`config.mk`:
```
export PLATFORM = sky130hd
export DESIGN_NAME = mult_arbiter_flat
export DESIGN_NICKNAME = d
export VERILOG_FILES = /design/src/rtl/mult_arbiter_pkg.sv /design/src/rtl/mult_arbiter_if.sv /design/src/rtl/mult_arbiter_mult.sv /design/src/rtl/mult_arbiter.sv /design/src/flat_wrapper.sv
export SDC_FILE = /design/constraint.sdc
export NUM_CORES = 1
export LEC_CHECK = 0
export BUFFER_PORTS_ARGS = -buffer_cell sky130_fd_sc_hd__buf_2
export CAP_MARGIN = 20
export CELL_PAD_IN_SITES_DETAIL_PLACEMENT = 0
export CELL_PAD_IN_SITES_GLOBAL_PLACEMENT = 2
export CORE_ASPECT_RATIO = 1.4
export CORE_MARGIN = 2
export CORE_UTILIZATION = 32
export CTS_CLUSTER_SIZE = 28
export DETAILED_ROUTE_END_ITERATION = 10
export HOLD_SLACK_MARGIN = 0.1
export PLACE_DENSITY_LB_ADDON = 0.1
export RECOVER_POWER = 25
export SETUP_SLACK_MARGIN = 0.3
export SLEW_MARGIN = 20
export SYNTH_ARGS = -nofsm -noshare
export SYNTH_HDL_FRONTEND = slang
export SYNTH_SLANG_ARGS = --single-unit
```
`constraint.sdc`:
```
create_clock -name clk -period 3.95 [get_ports clk]
set_input_delay 0.79 -clock clk [delete_from_list [all_inputs] [get_ports clk]]
set_output_delay 0.79 -clock clk [all_outputs]
set_load 0.01 [all_outputs]
```
`src/rtl/mult_arbiter_pkg.sv`:
```
// Shared definitions for the round-robin multiplier arbiter: default sizes,
// FSM state encoding and a constant-function log2 helper.
package mult_arbiter_pkg;

  localparam int NB_DEFAULT   = 10;
  localparam int NREQ_DEFAULT = 4;

  typedef enum logic [1:0] {
    IDLE = 2'd0,
    LOAD = 2'd1,
    RUN  = 2'd2,
    RESP = 2'd3
  } state_t;

  // Number of bits needed to index 'value' distinct items (minimum 0).
  function automatic int clog2(input int value);
    int r;
    r = 0;
    while ((1 << r) < value) r++;
    return r;
  endfunction

endpackage

```
`src/rtl/mult_arbiter_if.sv`:
```
// Request/response bundle between the requesters, the consumer and the
// multiplier arbiter. The master side drives requests and accepts results.
interface mult_arbiter_if
  import mult_arbiter_pkg::*;
#(
  parameter int NB   = NB_DEFAULT,
  parameter int NREQ = NREQ_DEFAULT
) ();

  localparam int IDW = clog2(NREQ);

  logic [NREQ-1:0]    req_valid;
  logic [NREQ-1:0]    req_ready;
  logic [NREQ*NB-1:0] req_a;
  logic [NREQ*NB-1:0] req_b;
  logic               resp_valid;
  logic               resp_ready;
  logic [2*NB-1:0]    resp_data;
  logic [IDW-1:0]     resp_id;
  logic               busy;

  modport master (
    output req_valid, req_a, req_b, resp_ready,
    input  req_ready, resp_valid, resp_data, resp_id, busy
  );

  modport slave (
    input  req_valid, req_a, req_b, resp_ready,
    output req_ready, resp_valid, resp_data, resp_id, busy
  );

endinterface

```
`src/rtl/mult_arbiter_mult.sv`:
```
// Sequential signed shift-add multiplier. A start pulse loads the operands;
// one multiplier bit is consumed per clock for nb clocks, then the product
// holds until the next start. The top bit of b carries negative weight,
// so the result is the exact two's-complement product. No reset: a start
// always reloads every register.
module multiplier_nb
  import mult_arbiter_pkg::*;
#(
  parameter int nb = NB_DEFAULT
) (
  input  logic                   clk,
  input  logic                   start,
  input  logic signed [nb-1:0]   a,
  input  logic signed [nb-1:0]   b,
  output logic signed [2*nb-1:0] product,
  output logic                   ready
);

  localparam int CW = clog2(nb + 1);

  logic signed [2*nb-1:0] acc;
  logic signed [2*nb-1:0] a_sh;
  logic signed [2*nb-1:0] addend;
  logic [nb-1:0]          b_sh;
  logic [CW-1:0]          cnt;

  // Partial product for the multiplier bit currently at the bottom of b_sh.
  always_comb begin
    addend = b_sh[0] ? a_sh : '0;
  end

  // Load on start, otherwise accumulate one bit per cycle; the final bit is
  // the sign bit and is subtracted.
  always_ff @(posedge clk) begin
    if (start) begin
      acc  <= '0;
      a_sh <= {{nb{a[nb-1]}}, a};
      b_sh <= b;
      cnt  <= CW'(nb);
    end else if (cnt != '0) begin
      acc  <= (cnt == CW'(1)) ? (acc - addend) : (acc + addend);
      a_sh <= a_sh <<< 1;
      b_sh <= b_sh >> 1;
      cnt  <= cnt - CW'(1);
    end
  end

  assign product = acc;
  assign ready   = (cnt == '0);

endmodule

```
`src/rtl/mult_arbiter.sv`:
```
// Round-robin arbiter in front of a shared sequential multiplier. One
// requester is granted in IDLE, its operands are loaded for a single cycle,
// the multiplier runs for NB cycles, and the product is held in RESP until
// the consumer takes it.
module mult_arbiter
  import mult_arbiter_pkg::*;
#(
  parameter int NB   = NB_DEFAULT,
  parameter int NREQ = NREQ_DEFAULT
) (
  input  logic          clk,
  input  logic          rst_n,
  mult_arbiter_if.slave bus
);

  localparam int IDW = clog2(NREQ);
  localparam int CW  = clog2(NB);

  state_t               state;
  state_t               state_nxt;
  logic [IDW-1:0]       rr_ptr;
  logic [IDW-1:0]       winner;
  logic [IDW-1:0]       cap_id;
  logic [CW-1:0]        run_cnt;
  logic signed [NB-1:0] cap_a;
  logic signed [NB-1:0] cap_b;
  logic [NREQ-1:0]      grant;
  logic                 grant_en;
  logic                 start;
  logic                 mult_ready;
  logic [2*NB-1:0]      product;

  // First valid requester at or after start_idx, wrapping around.
  function automatic logic [IDW-1:0] rr_pick(input logic [NREQ-1:0] valid,
                                             input logic [IDW-1:0]  start_idx);
    logic [IDW-1:0] pick;
    int             idx;
    pick = '0;
    for (int k = NREQ - 1; k >= 0; k--) begin
      idx = (int'(start_idx) + k) % NREQ;
      if (valid[idx]) pick = IDW'(idx);
    end
    return pick;
  endfunction

  // Round-robin winner among the currently valid requesters.
  always_comb begin
    winner = rr_pick(bus.req_valid, rr_ptr);
  end

  // Next-state logic, grant and multiplier start.
  always_comb begin
    state_nxt = state;
    grant     = '0;
    grant_en  = 1'b0;
    start     = 1'b0;
    case (state)
      IDLE: begin
        if (rst_n && (|bus.req_valid)) begin
          grant_en  = 1'b1;
          grant     = NREQ'(1) << winner;
          state_nxt = LOAD;
        end
      end
      LOAD: begin
        start     = 1'b1;
        state_nxt = RUN;
      end
      RUN: begin
        if (run_cnt == CW'(NB - 1)) state_nxt = RESP;
      end
      RESP: begin
        if (bus.resp_ready) state_nxt = IDLE;
      end
      default: state_nxt = IDLE;
    endcase
  end

  // State register.
  always_ff @(posedge clk or negedge rst_n) begin
    if (!rst_n) state <= IDLE;
    else        state <= state_nxt;
  end

  // Capture the granted operands and move the search start past the winner.
  always_ff @(posedge clk or negedge rst_n) begin
    if (!rst_n) begin
      rr_ptr <= '0;
      cap_id <= '0;
      cap_a  <= '0;
      cap_b  <= '0;
    end else if (grant_en) begin
      rr_ptr <= (int'(winner) == NREQ - 1) ? '0 : (winner + IDW'(1));
      cap_id <= winner;
      cap_a  <= bus.req_a[int'(winner)*NB +: NB];
      cap_b  <= bus.req_b[int'(winner)*NB +: NB];
    end
  end

  // Own cycle counter for RUN so the multiplier's ready is never relied on.
  always_ff @(posedge clk or negedge rst_n) begin
    if (!rst_n)             run_cnt <= '0;
    else if (state == LOAD) run_cnt <= '0;
    else if (state == RUN)  run_cnt <= run_cnt + CW'(1);
  end

  multiplier_nb #(.nb(NB)) u_mult (
    .clk     (clk),
    .start   (start),
    .a       (cap_a),
    .b       (cap_b),
    .product (product),
    .ready   (mult_ready)
  );

  // The multiplier must have finished by the time a result is presented.
  a_mult_done: assert property (@(posedge clk) disable iff (!rst_n)
                                (state == RESP) |-> mult_ready);

  assign bus.req_ready  = grant;
  assign bus.resp_valid = (state == RESP);
  assign bus.busy       = (state != IDLE);
  assign bus.resp_id    = cap_id;
  assign bus.resp_data  = product;

endmodule
```
`src/flat_wrapper.sv`:
```
// flat-port wrapper written by rule: the top's interface ports become plain ports
module mult_arbiter_flat import mult_arbiter_pkg::*;
#(
  parameter int NB   = NB_DEFAULT,
  parameter int NREQ = NREQ_DEFAULT
)
  (clk, rst_n, bus_req_valid, bus_req_a, bus_req_b, bus_resp_ready, bus_req_ready, bus_resp_valid, bus_resp_data, bus_resp_id, bus_busy);
  mult_arbiter_if #(.NB(NB), .NREQ(NREQ)) bus_i ();
  input  logic clk;
  input  logic rst_n;
  input wire logic [$bits(bus_i.req_valid)-1:0] bus_req_valid;
  input wire logic [$bits(bus_i.req_a)-1:0] bus_req_a;
  input wire logic [$bits(bus_i.req_b)-1:0] bus_req_b;
  input wire logic [$bits(bus_i.resp_ready)-1:0] bus_resp_ready;
  output wire logic [$bits(bus_i.req_ready)-1:0] bus_req_ready;
  output wire logic [$bits(bus_i.resp_valid)-1:0] bus_resp_valid;
  output wire logic [$bits(bus_i.resp_data)-1:0] bus_resp_data;
  output wire logic [$bits(bus_i.resp_id)-1:0] bus_resp_id;
  output wire logic [$bits(bus_i.busy)-1:0] bus_busy;
  assign bus_i.req_valid = bus_req_valid;
  assign bus_i.req_a = bus_req_a;
  assign bus_i.req_b = bus_req_b;
  assign bus_i.resp_ready = bus_resp_ready;
  assign bus_req_ready = bus_i.req_ready;
  assign bus_resp_valid = bus_i.resp_valid;
  assign bus_resp_data = bus_i.resp_data;
  assign bus_resp_id = bus_i.resp_id;
  assign bus_busy = bus_i.busy;
  mult_arbiter #(.NB(NB), .NREQ(NREQ)) u_core (.clk(clk), .rst_n(rst_n), .bus(bus_i));
endmodule
```
==> summary.md <==
| Metric | Value |
|---|---|
| Fill cell count | `1,849` |
| Die area | `18,660 um^2` |
| Final wirelength | `15,640 um` |
| Unique cell type count in the Yosys netlist | `55` |
| CTS sink cnt | `84` |
| Antenna Nets Post-Route | `0` |
| Crit-path cells | `or4_4 > or4_4 > o41ai_4 > and2_4 > a21oi_2 > a311o_1 > ha_4 > a21o_1 > a21o_1 > a221oi_2 > nand2_1 > mux2i_1 > nand4_1` |
| Placed Cells | `1,027` |
| Status | `complete, but fails checks` |
| Hold Vio Cnt, Final | `0` |
| RSZ-0062 raised after global routing | `yes` |
| Core ar. | `17,260 um^2` |
| Share of the clock period used by the worst path | `90.04%` |
| Failing checks | `capacitance limit, slew limit` |
| Wirelength per Cell | `14.85 um` |
| Global-route wire length before repair | `25,330 um` |
| Sequential fraction of the synthesis area | `37.93%` |
| Required time worst endpoint | `4.17 ns` |
| Clock Latency Late Sink | `0.34 ns` |
| Die W | `116.0 um` |
| Largest net degree at the start of global routing | `43` |
| GRT overflow | `0` |
| Yosys Warn Count | `0` |
| Worst hold path type | `reg -> reg` |
| Clk slew on worst S/H paths | `0.07 ns` |
| Final TNS setup | `0 ns` |
| H-tree depth | `3` |
| Slew @ Worst Pin | `1.573 ns` |
| DRT iter0 DRCs | `274` |
| All-Layer GR Usage | `17.13%` |
| GP Congestion | `0.8095` |
| DRT Pass-1 Iters | `5` |
| Num CTS Buffers | `9` |
| Final setup vio count | `0` |
| Layout cells sized above 1 | `23.13%` |
| Reg2reg setup slack | `0.39 ns` |
| Pleak | `3.179 nW` |
| Clock tree buffer depth | `2` |
| Post-synth EDFFs | `30` |
| Top FF cell, synth | `edfxtp_1` |
| Area delta synth->final | `23.48%` |
| Via count | `5,140` |
| Hold_buf cts | `0` |
| Final std cells w/o fill | `1,053` |
| Fmax | `281.2 MHz` |
| Synthesized net count | `822` |
| Die H | `160.8 um` |
| Worst Skew | `0.005798 ns` |
| CTS tree | `yes` |
| Nets | `933` |
| Crit Path Max Fanout | `5` |
| Reg2Reg Depth | `13` |
| Number of I/O port buffers | `114` |
| Slew Limit Headroom | `-4.887%` |
| Worst reg2reg endpoint | `u_core.u_mult.product[19]$_SDFFE_PP0P_` |
| Max stage delay on crit path | `0.54 ns` |
| Initial Utilization | `32.57%` |
| Ant. Diodes | `0` |
| Crit path kind | `reg -> reg` |
| FP Rows | `57` |
| Syn avg cell area | `8.019 um^2` |
| CP arrival | `3.78 ns` |
| DP Wirelength | `11,850 um` |
| Startpoint types | `flip-flop` |
| Register area | `2132 um^2` |
| Vias per cell | `4.881` |
| Power consumption | `7.335 mW` |
| Synth Cell Area | `5622 um^2` |
| Multi-input logic area | `3322 um^2` |
| Initial antenna violation count | `0` |
| Post-Syn Instances | `701` |
| Count of pins over their slew limit | `31` |
| Min cycle time layout | `3.557 ns` |
| Reg-to-reg startpoint | `u_core.u_mult.a_sh[11]$_DFFE_PP_` |
| Residual DRC | `0` |
| CP Capture Type | `flip-flop` |
| Pwr per Cell Area | `1057 nW/um^2` |
| I/O pin total | `115` |
| Maxcap violations | `1` |
| Synthesized flop and latch total | `84` |
| CP max stage cell | `or4_4` |
| Setup crit start | `u_core.u_mult.a_sh[11]$_DFFE_PP_` |
| CTS root buf | `clkbuf_16` |
| Vias in the first global route | `5,063` |
| Asr flop ratio synth | `35.71%` |
| Max IR drop VDD | `0.4431 mV` |
| Crit path capture | `u_core.u_mult.product[19]$_SDFFE_PP0P_` |
## placed cells by master (no fill, tap or decap), types with 10 or more instances in the layout
| cell | count |
|---|---|
| nand2_1 | 174 |
| buf_2 | 105 |
| o21ai_0 | 79 |
| a21oi_1 | 36 |
| inv_1 | 35 |
| ha_1 | 31 |
| nand3_1 | 30 |
| dfrtp_1 | 30 |
| edfxtp_1 | 30 |
| dfxtp_1 | 24 |
| nor2_1 | 23 |
| buf_4 | 23 |
| mux2_2 | 18 |
| xnor2_1 | 16 |
| clkbuf_1 | 10 |
## worst min path at each step
stage / slack, ns / end / cells past startpoint / start
3_5_place_dp: 0.47 / u_core.cap_b[6]$_DFFE_PN0P_ / 2 / u_core.cap_b[6]$_DFFE_PN0P_
3_3_place_gp: 0.46 / u_core.cap_b[1]$_DFFE_PN0P_ / 2 / u_core.cap_b[1]$_DFFE_PN0P_
5_1_grt: 0.51 / u_core.cap_b[8]$_DFFE_PN0P_ / 2 / u_core.cap_b[8]$_DFFE_PN0P_
4_1_cts: 0.48 / u_core.bus.resp_id[0]$_DFFE_PN0P_ / 2 / rst_n
2_1_floorplan: 0.44 / u_core.cap_a[0]$_DFFE_PN0P_ / 2 / u_core.cap_a[0]$_DFFE_PN0P_
6_report: 0.48 / u_core.cap_b[6]$_DFFE_PN0P_ / 2 / u_core.cap_b[6]$_DFFE_PN0P_
## report_power, final
group | switching (mW) | total (mW) | internal [mW]
registers | 0.367 | 1.80 | 1.43
clock network | 0.383 | 0.883 | 0.500
logic | 2.63 | 4.66 | 2.02
total | 3.38 | 7.33 | 3.95
## sequential cells by signal, indices dropped and copies added (netlist names)
name and cells:
u_core.run_cnt 4, u_core.rr_ptr 2, u_core.cap_b 10, u_core.u_mult.cnt 4, u_core.bus.resp_id 2, u_core.state 2, u_core.u_mult.b_sh 10, u_core.cap_a 10
u_core.u_mult.product 20, u_core.u_mult.a_sh 20
## critical path, delay by kind of cell (launching register included)
kind | cells | cell delay (ns)
adders and majority gates | 1 | 0.28
AOI/OAI and AO/OA | 6 | 1.17
DFF | 1 | 0.38
muxes | 1 | 0.16
and+or+nand+nor | 5 | 1.44
## area by class of cell
| type | instances | area share [%] |
|---|---|---|
| multi-input combinational | 542 | 47.86 |
| sequential | 84 | 30.71 |
| inverter | 36 | 1.947 |
| tap | 236 | 4.254 |
| timing repair buffer | 139 | 10.76 |
| clock inverter | 7 | 1.226 |
| clock buffer | 9 | 3.244 |
## cell usage after synthesis (all sizes together), types with 16 or more instances
| library cell | instances | area share [%] |
|---|---|---|
| dfrtp | 30 | 13 |
| a21oi | 39 | 3.5 |
| edfxtp | 30 | 16 |
| ha | 33 | 7.3 |
| nor2 | 24 | 1.6 |
| mux2 | 18 | 3.6 |
| inv | 35 | 2.3 |
| xnor2 | 16 | 2.5 |
| o21ai | 80 | 7.1 |
| nand3 | 31 | 2.8 |
| clkbuf | 35 | 2.3 |
| nand2 | 174 | 12 |
| dfxtp | 24 | 8.5 |
## per-stage QoR
stage	setup WS, ns	hold slack, ns	instance area, um^2	utilization, %
6_report	0.3932	0.4754	6942	40.22
5_1_grt	0.2391	0.5064	6942	40.22
4_1_cts	0.2996	0.4763	6820	39.52
3_5_place_dp	0.1075	0.4674	6460	37.43
3_3_place_gp	0.1816	0.4610	6460	37.43
2_1_floorplan	0.3002	0.4424	5623	-
## cell families after synthesis
family          Yosys count  share of synthesized area (%)
mux                      21                          4.140
compound gates          177                          18.85
xor+xnor                 24                          3.739
buf+inv                  75                          5.030
fa+ha+maj                34                          7.701
flops                    84                          37.93
simple gates            286                          22.61
## routing by layer
metal	GRT usage, %	up-vias	routed length, um
li1	-	2666	-
met1	20.67	2323	6574
met2	30.75	132	7989
met3	2.340	19	662
met4	5.898	0	410
met5	0	-	0
## timing repair
item / CTS / global route
cloned: 0 / 0
resized for setup: 2 / 19
buffers inserted: 4 / 6
endpoints found under the hold margin: 0 / 0
pin swaps: 5 / 8
setup endpoints to repair: 2 / 9
No activity file was read; power rests on OpenSTA's default activity.
